$ cat src/rtl/bram_march_tester_if.sv
// Memory-side and status bundle of the block-RAM march tester.
// The tester is the master; a memory model or harness takes the slave side.
interface bram_march_tester_if #(
    parameter int unsigned P_DATA_WIDTH    = 16,
    parameter int unsigned P_ADDRESS_WIDTH = 10,
    parameter int unsigned P_COUNT_WIDTH   = 16
);
    logic                       i_start;
    logic [P_ADDRESS_WIDTH-1:0] o_address_a;
    logic [P_ADDRESS_WIDTH-1:0] o_address_b;
    logic [P_DATA_WIDTH-1:0]    o_data_a;
    logic [P_DATA_WIDTH-1:0]    o_data_b;
    logic                       o_write_enable_a;
    logic                       o_write_enable_b;
    logic [P_DATA_WIDTH-1:0]    i_data_a;
    logic [P_DATA_WIDTH-1:0]    i_data_b;
    logic                       o_busy;
    logic                       o_done;
    logic                       o_pass;
    logic [2:0]                 o_phase;
    logic [P_COUNT_WIDTH-1:0]   o_error_count;
    logic                       o_fail_valid;
    logic [P_ADDRESS_WIDTH-1:0] o_fail_address;
    logic                       o_fail_port_b;
    logic                       o_fail_inverted;

    modport master (
        input  i_start, i_data_a, i_data_b,
        output o_address_a, o_address_b, o_data_a, o_data_b,
               o_write_enable_a, o_write_enable_b,
               o_busy, o_done, o_pass, o_phase, o_error_count,
               o_fail_valid, o_fail_address, o_fail_port_b, o_fail_inverted
    );

    modport slave (
        output i_start, i_data_a, i_data_b,
        input  o_address_a, o_address_b, o_data_a, o_data_b,
               o_write_enable_a, o_write_enable_b,
               o_busy, o_done, o_pass, o_phase, o_error_count,
               o_fail_valid, o_fail_address, o_fail_port_b, o_fail_inverted
    );
endinterface

$ cat src/rtl/bram_march_tester.sv
// Dual-port block-RAM march self-test: fill, verify, invert, verify-inverted.
// Port A walks the low half upward, port B the high half downward.
module bram_march_tester #(
    parameter int unsigned P_DATA_WIDTH    = 16,
    parameter int unsigned P_ADDRESS_WIDTH = 10,
    parameter int unsigned P_SEED          = 16'h5A5A,
    parameter int unsigned P_COUNT_WIDTH   = 16,
    parameter bit          P_STOP_ON_FAIL  = 1'b0
) (
    input  logic                i_clk,
    input  logic                i_reset,
    bram_march_tester_if.master bus
);
    localparam int unsigned L_DEPTH = 2 ** P_ADDRESS_WIDTH;
    localparam int unsigned L_HALF  = L_DEPTH / 2;
    localparam int unsigned L_IW    = P_ADDRESS_WIDTH + 1;
    localparam int unsigned L_SUM_W = P_COUNT_WIDTH + 1;

    localparam logic [P_DATA_WIDTH-1:0] L_SEED       = P_DATA_WIDTH'(P_SEED);
    localparam logic [L_IW-1:0]         L_LAST_ISSUE = L_IW'(L_HALF - 1);
    localparam logic [L_IW-1:0]         L_HALF_I     = L_IW'(L_HALF);
    localparam logic [L_IW-1:0]         L_VERIFY_END = L_IW'(L_HALF + 1);

    typedef enum logic [2:0] {
        S_IDLE       = 3'd0,
        S_FILL       = 3'd1,
        S_VERIFY     = 3'd2,
        S_INVERT     = 3'd3,
        S_VERIFY_INV = 3'd4,
        S_DONE       = 3'd5
    } state_t;

    function automatic logic [P_DATA_WIDTH-1:0] f_pat(input logic [P_ADDRESS_WIDTH-1:0] a);
        return P_DATA_WIDTH'(a) ^ L_SEED;
    endfunction

    state_t                     r_state, w_state_next;
    logic [L_IW-1:0]            r_index, w_index_next;

    // Two-stage compare pipeline; port B address is the bitwise complement of port A's.
    logic                       r_s1_valid, r_s1_inv, r_s2_valid, r_s2_inv;
    logic [P_ADDRESS_WIDTH-1:0] r_s1_addr, r_s2_addr;
    logic [P_DATA_WIDTH-1:0]    r_s1_exp_a, r_s1_exp_b, r_s2_exp_a, r_s2_exp_b;

    logic                       w_we, w_issue, w_inv;
    logic [P_ADDRESS_WIDTH-1:0] w_lo, w_addr_a, w_addr_b;
    logic [P_DATA_WIDTH-1:0]    w_data_a, w_data_b, w_exp_a, w_exp_b;
    logic                       w_mis_a, w_mis_b, w_first;
    logic [L_SUM_W-1:0]         w_sum;
    logic [P_COUNT_WIDTH-1:0]   w_count_next;

    assign w_mis_a = r_s2_valid && (bus.i_data_a != r_s2_exp_a);
    assign w_mis_b = r_s2_valid && (bus.i_data_b != r_s2_exp_b);
    assign w_first = (w_mis_a || w_mis_b) && !bus.o_fail_valid;
    assign w_sum   = {1'b0, bus.o_error_count} + L_SUM_W'(w_mis_a) + L_SUM_W'(w_mis_b);
    assign w_count_next = w_sum[P_COUNT_WIDTH] ? {P_COUNT_WIDTH{1'b1}}
                                               : w_sum[P_COUNT_WIDTH-1:0];

    always_ff @(posedge i_clk or posedge i_reset) begin
        if (i_reset) begin
            r_state <= S_IDLE;
            r_index <= '0;
        end else begin
            r_state <= w_state_next;
            r_index <= w_index_next;
        end
    end

    // Phase sequencing; verify phases carry drain cycles for the read pipeline.
    always_comb begin
        w_state_next = r_state;
        w_index_next = r_index + L_IW'(1);
        unique case (r_state)
            S_IDLE: begin
                w_index_next = '0;
                if (bus.i_start) w_state_next = S_FILL;
            end
            S_FILL: if (r_index == L_LAST_ISSUE) begin
                w_state_next = S_VERIFY;
                w_index_next = '0;
            end
            S_VERIFY: if (r_index == L_VERIFY_END) begin
                w_state_next = S_INVERT;
                w_index_next = '0;
            end
            S_INVERT: if (r_index == L_LAST_ISSUE) begin
                w_state_next = S_VERIFY_INV;
                w_index_next = '0;
            end
            S_VERIFY_INV: if (r_index == L_HALF_I) begin
                w_state_next = S_DONE;
                w_index_next = '0;
            end
            S_DONE: begin
                w_index_next = '0;
                if (bus.i_start) w_state_next = S_FILL;
            end
            default: begin
                w_state_next = S_IDLE;
                w_index_next = '0;
            end
        endcase
        if (P_STOP_ON_FAIL && w_first) begin
            w_state_next = S_DONE;
            w_index_next = '0;
        end
    end

    // Memory-side values for the state being entered on this edge.
    always_comb begin
        w_we     = 1'b0;
        w_issue  = 1'b0;
        w_inv    = (w_state_next == S_INVERT) || (w_state_next == S_VERIFY_INV);
        w_lo     = w_index_next[P_ADDRESS_WIDTH-1:0];
        w_addr_a = '0;
        w_addr_b = '0;
        w_data_a = '0;
        w_data_b = '0;
        w_exp_a  = f_pat(w_lo) ^ {P_DATA_WIDTH{w_inv}};
        w_exp_b  = f_pat(~w_lo) ^ {P_DATA_WIDTH{w_inv}};
        unique case (w_state_next)
            S_FILL, S_INVERT: begin
                w_we     = 1'b1;
                w_addr_a = w_lo;
                w_addr_b = ~w_lo;
                w_data_a = w_exp_a;
                w_data_b = w_exp_b;
            end
            S_VERIFY, S_VERIFY_INV: if (w_index_next < L_HALF_I) begin
                w_issue  = 1'b1;
                w_addr_a = w_lo;
                w_addr_b = ~w_lo;
            end
            default: ;
        endcase
    end

    always_ff @(posedge i_clk or posedge i_reset) begin
        if (i_reset) begin
            bus.o_address_a      <= '0;
            bus.o_address_b      <= '0;
            bus.o_data_a         <= '0;
            bus.o_data_b         <= '0;
            bus.o_write_enable_a <= 1'b0;
            bus.o_write_enable_b <= 1'b0;
            bus.o_busy           <= 1'b0;
            bus.o_done           <= 1'b0;
            bus.o_pass           <= 1'b0;
            bus.o_phase          <= 3'd0;
            bus.o_error_count    <= '0;
            bus.o_fail_valid     <= 1'b0;
            bus.o_fail_address   <= '0;
            bus.o_fail_port_b    <= 1'b0;
            bus.o_fail_inverted  <= 1'b0;
            r_s1_valid           <= 1'b0;
            r_s1_inv             <= 1'b0;
            r_s1_addr            <= '0;
            r_s1_exp_a           <= '0;
            r_s1_exp_b           <= '0;
            r_s2_valid           <= 1'b0;
            r_s2_inv             <= 1'b0;
            r_s2_addr            <= '0;
            r_s2_exp_a           <= '0;
            r_s2_exp_b           <= '0;
        end else begin
            bus.o_address_a      <= w_addr_a;
            bus.o_address_b      <= w_addr_b;
            bus.o_data_a         <= w_data_a;
            bus.o_data_b         <= w_data_b;
            bus.o_write_enable_a <= w_we;
            bus.o_write_enable_b <= w_we;
            bus.o_phase          <= 3'(w_state_next);
            bus.o_busy           <= (w_state_next != S_IDLE) && (w_state_next != S_DONE);
            bus.o_done           <= (w_state_next == S_DONE);

            r_s1_valid <= w_issue;
            r_s1_inv   <= w_inv;
            r_s1_addr  <= w_addr_a;
            r_s1_exp_a <= w_exp_a;
            r_s1_exp_b <= w_exp_b;
            r_s2_valid <= r_s1_valid && (w_state_next != S_DONE);
            r_s2_inv   <= r_s1_inv;
            r_s2_addr  <= r_s1_addr;
            r_s2_exp_a <= r_s1_exp_a;
            r_s2_exp_b <= r_s1_exp_b;

            if (r_state == S_DONE && w_state_next == S_FILL) begin
                bus.o_pass          <= 1'b0;
                bus.o_error_count   <= '0;
                bus.o_fail_valid    <= 1'b0;
                bus.o_fail_address  <= '0;
                bus.o_fail_port_b   <= 1'b0;
                bus.o_fail_inverted <= 1'b0;
            end else begin
                if (w_mis_a || w_mis_b) bus.o_error_count <= w_count_next;
                // Port A takes priority when both ports fail on the first failing edge.
                if (w_first) begin
                    bus.o_fail_valid    <= 1'b1;
                    bus.o_fail_address  <= w_mis_a ? r_s2_addr : ~r_s2_addr;
                    bus.o_fail_port_b   <= !w_mis_a;
                    bus.o_fail_inverted <= r_s2_inv;
                end
                if (w_state_next == S_DONE && r_state != S_DONE)
                    bus.o_pass <= (w_count_next == '0);
            end
        end
    end
endmodule

$ cat src/flat_wrapper.sv
// flat-port wrapper written by rule: the top's interface ports become plain ports
module bram_march_tester_flat 
#(
    parameter int unsigned P_DATA_WIDTH    = 16,
    parameter int unsigned P_ADDRESS_WIDTH = 10,
    parameter int unsigned P_SEED          = 16'h5A5A,
    parameter int unsigned P_COUNT_WIDTH   = 16,
    parameter bit          P_STOP_ON_FAIL  = 1'b0
)
  (i_clk, i_reset, bus_i_start, bus_i_data_a, bus_i_data_b, bus_o_address_a, bus_o_address_b, bus_o_data_a, bus_o_data_b, bus_o_write_enable_a, bus_o_write_enable_b, bus_o_busy, bus_o_done, bus_o_pass, bus_o_phase, bus_o_error_count, bus_o_fail_valid, bus_o_fail_address, bus_o_fail_port_b, bus_o_fail_inverted);
  bram_march_tester_if #(.P_DATA_WIDTH(P_DATA_WIDTH), .P_ADDRESS_WIDTH(P_ADDRESS_WIDTH), .P_COUNT_WIDTH(P_COUNT_WIDTH)) bus_i ();
  input  logic i_clk;
  input  logic i_reset;
  input wire logic [$bits(bus_i.i_start)-1:0] bus_i_start;
  input wire logic [$bits(bus_i.i_data_a)-1:0] bus_i_data_a;
  input wire logic [$bits(bus_i.i_data_b)-1:0] bus_i_data_b;
  output wire logic [$bits(bus_i.o_address_a)-1:0] bus_o_address_a;
  output wire logic [$bits(bus_i.o_address_b)-1:0] bus_o_address_b;
  output wire logic [$bits(bus_i.o_data_a)-1:0] bus_o_data_a;
  output wire logic [$bits(bus_i.o_data_b)-1:0] bus_o_data_b;
  output wire logic [$bits(bus_i.o_write_enable_a)-1:0] bus_o_write_enable_a;
  output wire logic [$bits(bus_i.o_write_enable_b)-1:0] bus_o_write_enable_b;
  output wire logic [$bits(bus_i.o_busy)-1:0] bus_o_busy;
  output wire logic [$bits(bus_i.o_done)-1:0] bus_o_done;
  output wire logic [$bits(bus_i.o_pass)-1:0] bus_o_pass;
  output wire logic [$bits(bus_i.o_phase)-1:0] bus_o_phase;
  output wire logic [$bits(bus_i.o_error_count)-1:0] bus_o_error_count;
  output wire logic [$bits(bus_i.o_fail_valid)-1:0] bus_o_fail_valid;
  output wire logic [$bits(bus_i.o_fail_address)-1:0] bus_o_fail_address;
  output wire logic [$bits(bus_i.o_fail_port_b)-1:0] bus_o_fail_port_b;
  output wire logic [$bits(bus_i.o_fail_inverted)-1:0] bus_o_fail_inverted;
  assign bus_i.i_start = bus_i_start;
  assign bus_i.i_data_a = bus_i_data_a;
  assign bus_i.i_data_b = bus_i_data_b;
  assign bus_o_address_a = bus_i.o_address_a;
  assign bus_o_address_b = bus_i.o_address_b;
  assign bus_o_data_a = bus_i.o_data_a;
  assign bus_o_data_b = bus_i.o_data_b;
  assign bus_o_write_enable_a = bus_i.o_write_enable_a;
  assign bus_o_write_enable_b = bus_i.o_write_enable_b;
  assign bus_o_busy = bus_i.o_busy;
  assign bus_o_done = bus_i.o_done;
  assign bus_o_pass = bus_i.o_pass;
  assign bus_o_phase = bus_i.o_phase;
  assign bus_o_error_count = bus_i.o_error_count;
  assign bus_o_fail_valid = bus_i.o_fail_valid;
  assign bus_o_fail_address = bus_i.o_fail_address;
  assign bus_o_fail_port_b = bus_i.o_fail_port_b;
  assign bus_o_fail_inverted = bus_i.o_fail_inverted;
  bram_march_tester #(.P_DATA_WIDTH(P_DATA_WIDTH), .P_ADDRESS_WIDTH(P_ADDRESS_WIDTH), .P_SEED(P_SEED), .P_COUNT_WIDTH(P_COUNT_WIDTH), .P_STOP_ON_FAIL(P_STOP_ON_FAIL)) u_core (.i_clk(i_clk), .i_reset(i_reset), .bus(bus_i));
endmodule
$ cat config.mk
export PLATFORM = sky130hd
export DESIGN_NAME = bram_march_tester_flat
export DESIGN_NICKNAME = d
export VERILOG_FILES = /design/src/rtl/bram_march_tester_if.sv /design/src/rtl/bram_march_tester.sv /design/src/flat_wrapper.sv
export SDC_FILE = /design/constraint.sdc
export NUM_CORES = 1
export LEC_CHECK = 0
export ABC_AREA = 0
export BUFFER_PORTS_ARGS = -buffer_cell sky130_fd_sc_hd__clkbuf_2
export CELL_PAD_IN_SITES_DETAIL_PLACEMENT = 0
export CELL_PAD_IN_SITES_GLOBAL_PLACEMENT = 2
export CORE_MARGIN = 4
export CORE_UTILIZATION = 39
export DETAILED_ROUTE_END_ITERATION = 8
export PLACE_DENSITY_LB_ADDON = 0.1
export REMOVE_ABC_BUFFERS = 1
export SLEW_MARGIN = 20
export SYNTH_ARGS = -nofsm -noshare
export SYNTH_HDL_FRONTEND = slang
export SYNTH_SLANG_ARGS = --single-unit
$ cat constraint.sdc
create_clock -name i_clk -period 7.35 [get_ports i_clk]
set_input_delay 0.3675 -clock i_clk [delete_from_list [all_inputs] [get_ports i_clk]]
set_output_delay 0.3675 -clock i_clk [all_outputs]
set_load 0.005 [all_outputs]
# Word level (Yosys, flattened, before mapping)

Index checks and enable logic that the tools add are counted.

Register bits: 177
Output and inout port bits: 89
Word-level logic and storage cells: 105
Input bits: 35

Order comparisons: 1
Reduce and logical (&&, ||, !) cells: 21
Bitwise gates (word level): 6
$add $sub $neg: 3
Equal/unequal tests: 17
Multiplexer cells: 33

Operators with widths:

| cell                                                                     | count |
|---|---|
| 16-bit 2-to-1 mux                                                        | 5 |
| 10-bit 2-to-1 mux                                                        | 5 |
| 10-bit case mux with 2 select lines                                      | 2 |
| 11-bit 2-to-1 mux                                                        | 3 |
| 11-bit case mux with 3 select lines                                      | 1 |
| 16-bit != test                                                           | 2 |
| 15-bit by 16-bit XOR with 16-bit output                                  | 2 |
| 11-bit by 10-bit equality test with 1-bit output (second input constant) | 2 |
| 10-bit NOT                                                               | 2 |
| 16-bit by 1-bit adder with 17-bit output                                 | 1 |
| 17-bit by 1-bit adder with 17-bit output                                 | 1 |
| 16-bit logical NOT                                                       | 1 |
| 5-bit NOT with 8-bit output                                              | 2 |
| 3-bit 2-to-1 mux                                                         | 5 |
| 3-bit case mux with 5 select lines                                       | 1 |
| 3-bit by 2-bit equality test with 1-bit output (second input constant)   | 4 |
| 3-bit equality test (second input constant)                              | 4 |
| 11-bit by 1-bit adder with 11-bit output (second input constant)         | 1 |
| 11-bit by 9-bit equality test with 1-bit output (second input constant)  | 1 |
| 11-bit by 10-bit < comparator with 1-bit output (second input constant)  | 1 |
| 1-bit 2-to-1 mux                                                         | 11 |
| 2-bit OR reduction                                                       | 4 |
| 1-bit logical AND                                                        | 7 |
| 3-bit by 1-bit equality test with 1-bit output (second input constant)   | 2 |
| 6 further kinds                                                          | 11 |

# Longest topological paths before layout

Gate-level depths: netlist of the first run.

Depth after elaboration: 8
Depth in mapped cells: 14
Mapped depth without buffers: 13

# Worst setup path before layout of the first run

No wires, ideal clock.

Path kind: register to register
From: register u_core.r_s2_exp_a[13]
To: register u_core.bus.o_pass
Data required time: 7286 ps
Clock period less this slack: 3689 ps
Buffers on the path: 1
Library setup time: 64 ps
Stages on the path, launching flop included: 15
Arrival: 3625 ps
Path slack: 3661 ps
Cells stage by stage: dfrtp_1 > or4_1 > a211oi_1 > nand4_1 > nand2_1 > buf_2 > inv_1 > fa_1 > ha_1 > nand4_1 > nor3_1 > mux2_2 > nand4b_1 > a2111oi_0 > a21o_1

Cells in the longest elaborated chain, start to end: 8

Ends and longest elaborated chain:

| element                                  | RTL line                   | source |
|---|---|---|
| start: declaration                       | bram_march_tester.sv:43    | `logic [P_DATA_WIDTH-1:0] r_s1_exp_a, r_s1_exp_b, r_s2_exp_a, r_s2_exp_b;` |
| start signal: assignment                 | bram_march_tester.sv:184   | `r_s2_exp_a <= r_s1_exp_a;` |
| 16-bit != test                           | bram_march_tester.sv:52    | `assign w_mis_a = r_s2_valid && (bus.i_data_a != r_s2_exp_a);` |
| 1-bit logical AND                        | bram_march_tester.sv:52    |  |
| 16-bit by 1-bit adder with 17-bit output | bram_march_tester.sv:55    | `assign w_sum = {1'b0, bus.o_error_count} + L_SUM_W'(w_mis_a) + L_SUM_W'(w_mis_b);` |
| 17-bit by 1-bit adder with 17-bit output | bram_march_tester.sv:55    |  |
| 16-bit 2-to-1 mux                        | bram_march_tester.sv:56    | `assign w_count_next = w_sum[P_COUNT_WIDTH] ? {P_COUNT_WIDTH{1'b1}}` |
| 16-bit logical NOT                       | bram_march_tester.sv:204   | `bus.o_pass <= (w_count_next == '0);` |
| 1-bit 2-to-1 mux                         | bram_march_tester.sv:203   | `if (w_state_next == S_DONE && r_state != S_DONE)` |
| 1-bit 2-to-1 mux                         | bram_march_tester.sv:187   | `if (r_state == S_DONE && w_state_next == S_FILL) begin` |
| end signal: assignment                   | bram_march_tester.sv:204   |  |
| end: declaration                         | bram_march_tester_if.sv:31 | `o_busy, o_done, o_pass, o_phase, o_error_count,` |

No other way between the ends. The select of a mux whose other input is x is not followed.
A chain may end at the register's enable or synchronous reset.

# Worst setup path after layout of the first run

Same ends and word-level chain as after synthesis.

==> impl_metrics.csv, run 1 <==
group,metric,value,unit
timing,period_needed,4.21,ns
clock_network,clkTransAtPathRegs,0.06,ns
synthesis,synth_edf_count,0,
synthesis,ys_seq_elements,145,
clock_network,ctsResizeCount,0,
routing,drt-pass1-iter-count,5,
clock_network,cts.htree.levels,4,
worst_setup_path,critical_path.slowest_cell,"or4_1",
floorplanning,fp.dieW,134,um
flow_run,maxCapViolations,0,
routing,vias_per_cell,4.92,
clock_network,ctsHoldBuffers,0,
floorplanning,num_io_pins,124,
worst_setup_path,crit_path_frequent_cell,"nand4_1",
timing,slew_viol_final,0,
routing,vias,4230,
worst_setup_path,critPathCaptureType,"flop",
final_layout,area_growth,22.7,%
timing,rsz0062_at_grt,"no",
timing,fin_skew,0.00827,ns
placement,place_area,6910,um2
power_and_ir_drop,p_per_area,317,nW/um2
synthesis,ys_top_cells_by_area,"dfrtp_1 (59%), xor2_1 (7.0%), xnor2_1 (3.1%), nor2_1 (3.0%), a311oi_2 (1.7%)",
routing,antenna_left,0,
final_layout,n_antenna_cell,0,
floorplanning,row_count,45,
final_layout,final_nets,676,
routing,drc_errors,0,
worst_setup_path,worstSetupPathType,"flop to flop",
grt,use_met1,0.238,
synthesis,synth_area_per_cell,11.9,um2
synthesis,synth.distinct_cells,57,
power_and_ir_drop,p_total,0.00240,W
grt,busiest_layer,"met2",
grt,antenna_found_initial,0,
grt,use_met2,0.269,
timing,maxSlewHeadroom,0.550,
grt,met3_usage,0.0484,
clock_network,root_buffer,"clkbuf_16",
timing,setup_viol,0,
clock_network,tritoncts,"done",
floorplanning,core,15400,um2
synthesis,syn_area,6170,um2
worst_setup_path,cp_cell_sequence,"or4_1, a211oi_1, nand4_1, nand2_1, inv_1, fa_1, ha_1, nand4_1, nor3_1, mux2_2, nand4b_1, a2111oi_0, a21o_1",
final_layout,drive_gt1_frac,0.293,
worst_setup_path,startpoint,"u_core.r_s2_exp_a[13]$_DFF_PP0_",
synthesis,synth_top_flop_cell,"dfrtp_1",
clock_network,clkLatencyLatePin,0.42,ns
worst_setup_path,cp.arrival,4.57,ns
final_layout,final_cell_area,7570,um2
grt,grtUsageTotal,0.173,
synthesis,ys_async_sr_fraction,1.00,
clock_network,numClockSinks,145,
timing,setup_tns,0,ns
clock_network,clock_path_buffers,2,
clock_network,cts_setup_buffers,0,
routing,wl_per_cell,17.4,um
floorplanning,die_h,134,um
worst_setup_path,slowest_delay,0.55,ns
floorplanning,dieArea,17900,um2
power_and_ir_drop,ir_drop,0.187,mV
timing,final-hold-violation-count,0,
timing,max_clock_freq,237,MHz
placement,hpwl,10600,um
placement,place.gp.congestion,0.839,
worst_setup_path,r2r-start,"u_core.r_s2_exp_a[13]$_DFF_PP0_",
worst_setup_path,cp.required,7.70,ns
status,status,"complete, no violations",
worst_setup_path,start_kind,"flop",
grt,grt_remaining_overflow,0,
grt,first_global_vias,4187,
worst_setup_path,cp_max_fo,12,
power_and_ir_drop,power_leakage,3.51,nW
timing,worst_pin_slew,0.675,ns
grt,grt_max_degree,77,
synthesis,ys_warn_count,0,
synthesis,synth_top_area_share,0.588,
timing,fin_crit_sh,0.573,
routing,drt_iter0_drc,329,
synthesis,synth_top_area_cell,"dfrtp_1",
routing,routed_wl,14900,um
synthesis,syn_inst,519,
grt,grt_pass1_wl,23600,um
clock_network,numCtsBuffers,17,
floorplanning,start_util,0.402,
min_path,hp-class,"input port to asynchronous set/reset pin",
final_layout,fill_cells,1407,
synthesis,ys_seq_area_frac,0.588,
placement,port_buffers,123,
logic make-up after synthesis:
logic type / share of synthesized area
adder cells (fa/ha/maj): 0.0114
XOR/XNOR: 0.101
AO/OA/AOI/OAI: 0.105
buffers and inverters: 0.0409
multiplexers: 0.0150
AND/OR/NAND/NOR: 0.139
flip-flops: 0.588
worst paths after layout:
| kind | slack [ns] | cells after the start | endpoint |
|---|---|---|---|
| hold / removal | 0.04 | 2 | u_core.bus.o_address_b[3]$_DFF_PP0_ |
| hold reg to reg | 0.34 | 0 | u_core.r_s2_exp_a[7]$_DFF_PP0_ |
| min in group i_clk | 0.34 | 0 | u_core.r_s2_exp_a[7]$_DFF_PP0_ |
| max in group asynchronous | 6.16 | 4 | u_core.bus.o_address_a[5]$_DFF_PP0_ |
| setup / recovery | 3.14 | 13 | u_core.bus.o_pass$_DFFE_PP0P_ |
| setup reg to reg | 3.14 | 13 | u_core.bus.o_pass$_DFFE_PP0P_ |
metal layers:
metal	part of all wire	up-vias
met3	0.054	11
met4	0.0067	0
li1	-	2023
met5	0	-
met1	0.46	2080
met2	0.48	116
cell type report:
type,instances,area (um2),area share
clock buffer,22,484,0.0639
tap,211,264,0.0349
inverter,15,61.3,0.00810
clock inverter,9,154,0.0203
sequential,145,3630,0.479
multi-input combinational,327,2300,0.304
timing repair buffer,130,681,0.0899
critical path, delay by kind of cell, from the launching register on:
family / cells / cell delay, ns
mux: 1 / 0.29
buf+inv: 1 / 0.11
fa+ha+maj: 2 / 0.71
flops: 1 / 0.41
simple gates: 6 / 1.77
compound gates: 3 / 0.85
sequential cells by signal, indices dropped and copies added (netlist names), 3 cells and up:
register                   flops
u_core.r_s1_exp_a             12
u_core.bus.o_data_a           12
u_core.r_s2_exp_b             10
u_core.bus.o_data_b           10
u_core.r_s2_exp_a             12
u_core.bus.o_address_b        10
u_core.bus.o_error_count      16
u_core.bus.o_fail_address     10
u_core.r_index                11
u_core.r_s1_exp_b             10
u_core.r_state                 3
u_core.bus.o_address_a        10
u_core.r_s2_addr              10
metrics by stage:
| step | setup slack, ns | instances | hold slack (ns) | util |
|---|---|---|---|---|
| 6_report | 3.14 | 859 | 0.0437 | 0.493 |
| 5_1_grt | 2.75 | 859 | 0.0892 | 0.493 |
| 4_1_cts | 3.14 | 858 | 0.0589 | 0.491 |
| 3_5_place_dp | 3.15 | 827 | 0.336 | 0.450 |
| 3_3_place_gp | 3.28 | 827 | 0.333 | 0.450 |
| 2_1_floorplan | 3.09 | 487 | 0.331 | - |
power breakdown:
part	leakage, nW	internal [W]	switching, W	total [W]
sequential	1.79	0.000959	0.0000934	0.00105
clock	0.308	0.000601	0.000317	0.000918
combinational	1.42	0.000192	0.000241	0.000433
total	3.51	0.00175	0.000651	0.00240
synth_stat cells, drive strengths merged (2+ instances only):
cell type,n
mux2,2
nand4,13
or4,4
mux2i,7
and3,4
nand2b,4
dfrtp,145
nor3,5
nand4b,2
nand3,11
a22o,10
nor2,49
xnor2,22
o21a,2
a311oi,11
xor2,49
a41o,2
o21ai,3
nand2,21
a31oi,5
nor3b,2
a21o,3
or3,2
nor4,11
ha,4
and2,14
a21oi,25
clkbuf,9
or2,3
nor2b,15
o22ai,2
a211oi,6
inv,15
and4,2
buf,23
cell usage in the layout (no fill, tap or decap), drive strengths merged, types with 4 or more instances in the layout:
cell type / netlist / routed
a211oi: 6 / 6
a21oi: 25 / 25
a22o: 10 / 10
a311oi: 11 / 11
a31oi: 5 / 5
and2: 14 / 14
and3: 4 / 4
buf: 23 / 7
bufinv: 0 / 4
clkbuf: 9 / 145
dfrtp: 145 / 145
ha: 4 / 4
inv: 15 / 15
mux2i: 7 / 7
nand2: 21 / 21
nand2b: 4 / 4
nand3: 11 / 11
nand4: 13 / 13
nor2: 49 / 49
nor2b: 15 / 15
nor3: 5 / 5
nor4: 11 / 11
or4: 4 / 4
xnor2: 22 / 22
xor2: 49 / 49
Note: power is estimated with default switching activity, not from simulation.
==> inputs of run 2 (changes only) <==
--- a/config.mk
+++ b/config.mk
@@ -5,12 +5,12 @@
 export SDC_FILE = /design/constraint.sdc
 export NUM_CORES = 1
 export LEC_CHECK = 0
-export ABC_AREA = 0
+export ABC_AREA = 1
 export BUFFER_PORTS_ARGS = -buffer_cell sky130_fd_sc_hd__clkbuf_2
 export CELL_PAD_IN_SITES_DETAIL_PLACEMENT = 0
 export CELL_PAD_IN_SITES_GLOBAL_PLACEMENT = 2
 export CORE_MARGIN = 4
-export CORE_UTILIZATION = 39
+export CORE_UTILIZATION = 30
 export DETAILED_ROUTE_END_ITERATION = 8
 export PLACE_DENSITY_LB_ADDON = 0.1
 export REMOVE_ABC_BUFFERS = 1
==> constraint.sdc (replaced) <==
create_clock -name i_clk -period 3.8 [get_ports i_clk]
set_input_delay 0.19 -clock i_clk [delete_from_list [all_inputs] [get_ports i_clk]]
set_output_delay 0.19 -clock i_clk [all_outputs]
set_load 0.005 [all_outputs]
==> run 2 against run 1 <==
Net effect: cell count up 47%; first-iteration DRC count is 2.4% higher; clock-buffer cell count down 4; sequential share of layout area fell by 4.9 points; via count grew 29%; critical path type unchanged.
==> impl_metrics.csv, run 2 <==
group,metric,value,unit
final_layout,multi_input_area,2710,um2
clock_network,tritoncts,"done",
final_layout,drive_gt1_frac,0.275,
grt,grt_pass1_wl,29700,um
floorplanning,die_h,161,um
timing,fin_skew,0.0110,ns
worst_setup_path,cp_cell_sequence,"o21ai_0, nand2_1, inv_1, nand3_1, nor2_1, nand2_1, nand2_1, inv_1, fa_1, ha_1, nand2_1, nor2_1, nand4_1, nand2_1, nor2_1, nand2_1, nor2_1, nand4_1, nand2_1",
synthesis,synth_area_per_cell,8.49,um2
floorplanning,num_io_pins,124,
worst_setup_path,critPathTopFamily,"simple AND/OR/NAND/NOR gates",
final_layout,regArea,3630,um2
worst_setup_path,cp_max_fo,8,
clock_network,cts_setup_buffers,0,
floorplanning,core,22800,um2
synthesis,ys_top_cells_by_area,"dfrtp_1 (52%), nand2_1 (10%), nand3_1 (6.6%), inv_1 (5.6%), nand2_2 (3.7%)",
timing,maxSlewHeadroom,0.463,
routing,vias_per_cell,4.31,
worst_setup_path,start_kind,"flop",
synthesis,synth_top_area_cell,"dfrtp_1",
clock_network,clkTransAtPathRegs,0.07,ns
final_layout,final_common_cell,"nand2_1",
status,status,"complete, no violations",
synthesis,synth_top_flop_cell,"dfrtp_1",
final_layout,largest_register_ff_count,16,
synthesis,synthTopCellsByCount,"nand2_1 (195), dfrtp_1 (145), inv_1 (105), nand3_1 (92), nor2_1 (55)",
clock_network,clkLatencyLatePin,0.42,ns
final_layout,n_antenna_cell,0,
floorplanning,dieArea,25900,um2
clock_network,clock_path_buffers,2,
power_and_ir_drop,power_leakage,4.49,nW
timing,whs,0.255,ns
worst_setup_path,critPathCaptureType,"flop",
timing,final-hold-violation-count,0,
grt,first_global_vias,5329,
timing,fin_crit_sh,0.807,
synthesis,syn_inst,825,
worst_setup_path,cp.arrival,3.41,ns
clock_network,ctsHoldBuffers,1,
grt,grt_max_degree,87,
synthesis,ys_warn_count,0,
final_layout,regMostFlops,"u_core.bus.o_error_count",
final_layout,fill_cells,2374,
worst_setup_path,slowest_delay,0.42,ns
timing,worst_pin_slew,0.803,ns
routing,drc_errors,0,
synthesis,synth_top_area_share,0.518,
worst_setup_path,worstSetupPathType,"flop to flop",
clock_network,numClockSinks,145,
min_path,hp-class,"input port to flop",
floorplanning,row_count,55,
timing,rsz0062_at_grt,"no",
final_layout,area_growth,20.4,%
synthesis,synth.distinct_cells,37,
timing,slew_viol_final,0,
placement,place_ws,0.697,ns
synthesis,ys_seq_area_frac,0.518,
routing,drt-pass1-iter-count,5,
final_layout,final_cell_mix,"nand2_1 (195), dfrtp_1 (145), clkbuf_2 (123)",
power_and_ir_drop,ir_drop,0.344,mV
routing,drt_iter0_drc,337,
timing,setup_viol,0,
final_layout,final_nets,980,
flow_run,maxCapViolations,0,
routing,vias,5457,
worst_setup_path,critical_path.slowest_cell,"fa_1",
clock_network,root_buffer,"clkbuf_16",
worst_setup_path,cp.required,4.15,ns
synthesis,ys_async_sr_fraction,1.00,
grt,grtUsageTotal,0.145,
routing,antenna_left,0,
worst_setup_path,crit_path_frequent_cell,"nand2_1",
routing,routed_wl,18500,um
timing,setup_tns,0,ns
placement,port_buffers,123,
clock_network,ctsResizeCount,0,
timing,max_clock_freq,326,MHz
synthesis,ys_seq_elements,145,
synthesis,synth_edf_count,0,
floorplanning,start_util,0.308,
floorplanning,fp.dieW,161,um
grt,grt_remaining_overflow,0,
power_and_ir_drop,p_per_area,698,nW/um2
placement,place.gp.congestion,0.865,
timing,fin_ws,0.735,ns
clock_network,numCtsBuffers,17,
timing,period_needed,3.07,ns
clock_network,cts.htree.levels,4,
routing,wl_per_cell,14.6,um
synthesis,syn_area,7010,um2
synthesis,synth.most_common_cell,"nand2_1",
grt,antenna_found_initial,0,
worst_setup_path,cp_num_buf_inv,2,
placement,hpwl,13800,um
-- run 2: layout make-up --
type                       count  area share
timing repair buffer         131      0.0804
clock buffer                  18      0.0521
sequential                   145       0.430
tap                          313      0.0464
clock inverter                14      0.0193
multi-input combinational    532       0.321
inverter                     113      0.0512
-- run 2: per-stage QoR --
stage | cells | cell area [um2] | util | total power, W
4_1_cts | 1266 | 8440 | 0.370 | 0.00601
3_5_place_dp | 1233 | 7830 | 0.344 | 0.00428
5_1_grt | 1266 | 8440 | 0.370 | 0.00635
3_3_place_gp | 1233 | 7830 | 0.344 | 0.00427
6_report | 1266 | 8440 | 0.370 | 0.00589
2_1_floorplan | 790 | 6760 | - | 0.00346
-- run 2: path summary, 6_finish.rpt --
kind,from,endpoint,slack (ns),cells past startpoint
worst min register to register,u_core.r_s1_exp_a[0]$_DFF_PP0_,u_core.r_s2_exp_a[0]$_DFF_PP0_,0.35,0
worst min-delay path,bus_i_start,u_core.r_state[0]$_DFF_PP0_,0.26,4
worst max register to register,u_core.r_s2_exp_a[14]$_DFF_PP0_,u_core.bus.o_pass$_DFFE_PP0P_,0.73,19
min in group asynchronous,i_reset,u_core.bus.o_error_count[12]$_DFFE_PP0P_,0.45,3
worst max-delay path,u_core.r_s2_exp_a[14]$_DFF_PP0_,u_core.bus.o_pass$_DFFE_PP0P_,0.73,19
max in group asynchronous,i_reset,u_core.r_s1_exp_a[2]$_DFF_PP0_,2.41,4
-- run 2: kinds of logic after synthesis --
kind of cell | after synthesis | share of synthesized area
flops | 145 | 0.518
compound gates | 57 | 0.0423
simple gates | 455 | 0.315
xor+xnor | 15 | 0.0188
fa+ha+maj | 5 | 0.0100
buf+inv | 148 | 0.0959
-- run 2: layer usage --
metal | vias to the layer above | wire [um] | part of all wire | track usage
met5 | - | 0 | 0 | 0
met4 | 0 | 115 | 0.0062 | 0.0341
met3 | 11 | 876 | 0.047 | 0.0334
met2 | 117 | 8120 | 0.44 | 0.212
met1 | 2527 | 9370 | 0.51 | 0.216
li1 | 2802 | - | - | -
-- run 2: power by group --
group	switching, W	internal (W)	total [W]
combinational	0.00117	0.000720	0.00189
sequential	0.000295	0.00203	0.00232
clock	0.000725	0.000956	0.00168
-- run 2: worst min-delay path, stage by stage --
cell      delay [ns]
clkbuf_2        0.10
or2_2           0.10
nand2_1         0.08
nand4_2         0.15
==> inputs of run 3 (changes only) <==
--- a/config.mk
+++ b/config.mk
@@ -5,12 +5,12 @@
 export SDC_FILE = /design/constraint.sdc
 export NUM_CORES = 1
 export LEC_CHECK = 0
-export ABC_AREA = 1
+export ABC_AREA = 0
 export BUFFER_PORTS_ARGS = -buffer_cell sky130_fd_sc_hd__clkbuf_2
 export CELL_PAD_IN_SITES_DETAIL_PLACEMENT = 0
 export CELL_PAD_IN_SITES_GLOBAL_PLACEMENT = 2
 export CORE_MARGIN = 4
-export CORE_UTILIZATION = 30
+export CORE_UTILIZATION = 36
 export DETAILED_ROUTE_END_ITERATION = 8
 export PLACE_DENSITY_LB_ADDON = 0.1
 export REMOVE_ABC_BUFFERS = 1
==> constraint.sdc (replaced) <==
create_clock -name i_clk -period 2.9 [get_ports i_clk]
set_input_delay 0.145 -clock i_clk [delete_from_list [all_inputs] [get_ports i_clk]]
set_output_delay 0.145 -clock i_clk [all_outputs]
set_load 0.005 [all_outputs]
==> run 3 against run 2 <==
Net effect: the run now ends with negative setup slack left; wire length shrank 13%; flip-flop and latch count is the same; highest routed layer unchanged; clock-buffer cell count is 3 higher; global-route usage up 2.3 points; setup slack worse by 1.0 ns; sequential power rose by 15%; combinational power shrank 39%; first-iteration DRC count down 46%; hold slack worse by 0.051 ns; final area fell by 4.6%.
==> impl_metrics.csv, run 3 (synthesis gave the netlist of run 1 again) <==
group,metric,value,unit
timing,period_needed,3.17,ns
timing,slew_viol_final,0,
min_path,hold_depth,3,
routing,wl_per_cell,17.5,um
routing,topRoutingLayerUsed,"met4",
worst_setup_path,crit_path_frequent_cell,"nand4_1",
floorplanning,fp.dieW,139,um
placement,hpwl,11300,um
worst_setup_path,cp_cell_sequence,"or4_4, a211oi_2, nand4_1, and2_4, fa_2, ha_4, nand4_1, buf_4, nor4_1, or3_1, nand4b_1, a2111oi_2, a21o_1",
worst_setup_path,cp_num_buf_inv,1,
final_layout,drive_gt1_frac,0.376,
power_and_ir_drop,p_total,0.00590,W
worst_setup_path,start_kind,"flop",
grt,grt_pass1_wl,25100,um
routing,drt_iter0_drc,183,
floorplanning,row_count,47,
power_and_ir_drop,p_per_area,732,nW/um2
floorplanning,start_util,0.370,
power_and_ir_drop,power_leakage,3.75,nW
worst_setup_path,worst-path-stages,13,
timing,final-hold-violation-count,0,
final_layout,area_growth,30.4,%
clock_network,numCtsBuffers,17,
worst_setup_path,reg2reg_setup_slack,-0.27,ns
worst_setup_path,critPathCaptureType,"flop",
timing,setup_viol,15,
worst_setup_path,startpoint,"u_core.r_s2_exp_a[13]$_DFF_PP0_",
final_layout,largest_register_ff_count,16,
clock_network,numClockSinks,145,
routing,vias_per_cell,4.78,
routing,drt-pass1-iter-count,4,
final_layout,regMostFlops,"u_core.bus.o_error_count",
placement,place.gp.congestion,0.831,
worst_setup_path,cp.arrival,3.46,ns
clock_network,tritoncts,"done",
timing,max_clock_freq,316,MHz
final_layout,final_cell_mix,"dfrtp_1 (145), clkbuf_2 (123), xor2_1 (49), buf_4 (49), nor2_1 (47)",
routing,routed_wl,16000,um
min_path,hp-class,"input port to flop",
routing,wl_met3,647,um
status,status,"finished, violations left",
status,violations,"negative setup slack",
final_layout,final_nets,724,
worst_setup_path,critPathTopFamily,"simple AND/OR/NAND/NOR gates",
worst_setup_path,cp_max_fo,5,
worst_setup_path,r2r-end,"u_core.bus.o_pass$_DFFE_PP0P_",
grt,first_global_vias,4404,
clock_network,root_buffer,"clkbuf_16",
placement,port_buffers,123,
grt,antenna_found_initial,0,
final_layout,n_antenna_cell,0,
timing,whs,0.204,ns
power_and_ir_drop,ir_drop,0.439,mV
routing,drc_errors,0,
timing,worst_pin_slew,0.709,ns
timing,rsz0062_at_grt,"yes",
worst_setup_path,crit_path_end,"u_core.bus.o_pass$_DFFE_PP0P_",
placement,place_area,7190,um2
worst_setup_path,cp.required,3.20,ns
floorplanning,core,16700,um2
worst_setup_path,r2r-start,"u_core.r_s2_exp_a[13]$_DFF_PP0_",
routing,met1Wirelength,7620,um
worst_setup_path,rr_worst_depth,13,
timing,fin_crit_sh,1.09,
clock_network,clkLatencyLatePin,0.41,ns
grt,grtUsageTotal,0.168,
worst_setup_path,slowest_delay,0.42,ns
timing,maxSlewHeadroom,0.527,
clock_network,clkTransAtPathRegs,0.06,ns
worst_setup_path,critical_path.slowest_cell,"or4_4",
clock_network,clock_path_buffers,2,
grt,grt_max_degree,68,
final_layout,final_cell_area,8050,um2
clock_network,cts.htree.levels,4,
timing,fin_ws,-0.266,ns
worst_setup_path,worstSetupPathType,"flop to flop",
floorplanning,dieArea,19300,um2
grt,grt_remaining_overflow,0,
routing,routed-wl-met2,7560,um
final_layout,final_common_cell,"dfrtp_1",
flow_run,maxCapViolations,0,
floorplanning,num_io_pins,124,
timing,fin_skew,0.00868,ns
routing,vias,4378,
routing,antenna_left,0,
floorplanning,die_h,139,um
timing,setup_tns,-2.42,ns
[run 3: worst reg2reg max path, cell delays in order (launching register included)]
cell	delay, ns
dfrtp_1	0.40
or4_4	0.42
a211oi_2	0.19
nand4_1	0.18
and2_4	0.19
fa_2	0.37
ha_4	0.19
nand4_1	0.16
buf_4	0.17
nor4_1	0.04
or3_1	0.38
nand4b_1	0.13
a2111oi_2	0.05
a21o_1	0.18
[run 3: power breakdown]
group / internal [W] / switching [W]
clock network: 0.00123 / 0.000843
logic: 0.000514 / 0.000647
registers: 0.00243 / 0.000226
total: 0.00418 / 0.00172
[run 3: worst min path at each step]
stage          slack [ns]                              to                           start
2_1_floorplan        0.33  u_core.r_s2_exp_a[0]$_DFF_PP0_  u_core.r_s1_exp_a[0]$_DFF_PP0_
3_3_place_gp         0.26  u_core.r_s1_exp_b[7]$_DFF_PP0_                         i_reset
3_5_place_dp         0.28  u_core.r_s1_exp_b[7]$_DFF_PP0_                         i_reset
4_1_cts              0.19     u_core.r_state[2]$_DFF_PP0_                     bus_i_start
5_1_grt              0.21     u_core.r_state[2]$_DFF_PP0_                     bus_i_start
6_report             0.20     u_core.r_state[2]$_DFF_PP0_                     bus_i_start
[run 3: layer usage]
metal | vias to the layer above | global-route usage
li1 | 2133 | -
met1 | 2115 | 0.236
met2 | 111 | 0.263
met3 | 19 | 0.0376
met4 | 0 | 0.0479
met5 | - | 0
[run 3: per-stage QoR]
stage,setup slack [ns],util,std cells
5_1_grt,-0.450,0.482,916
4_1_cts,-0.254,0.479,918
3_5_place_dp,-0.836,0.430,869
2_1_floorplan,-1.14,-,487
3_3_place_gp,-0.732,0.430,869
6_report,-0.266,0.482,916
[run 3: layout make-up]
class | instances | area, um2
Timing Repair Buffer | 178 | 1060
Sequential cell | 145 | 3630
Multi-Input combinational cell | 327 | 2460
Inverter | 15 | 61.3
Fill cell | 1541 | 8650
Clock buffer | 21 | 460
Tap cell | 220 | 275
Clock inverter | 10 | 103
[run 3: repair_timing]
| item | 4_1_cts | 5_1_grt |
|---|---|---|
| cloned | 0 | 0 |
| hold buffers | 1 | 0 |
| setup endpoints to repair | 17 | 28 |
| setup buffers | 19 | 2 |
| pin swaps | 25 | 14 |
| hold endpoints to repair | 64 | 0 |
| resized for setup | 27 | 15 |
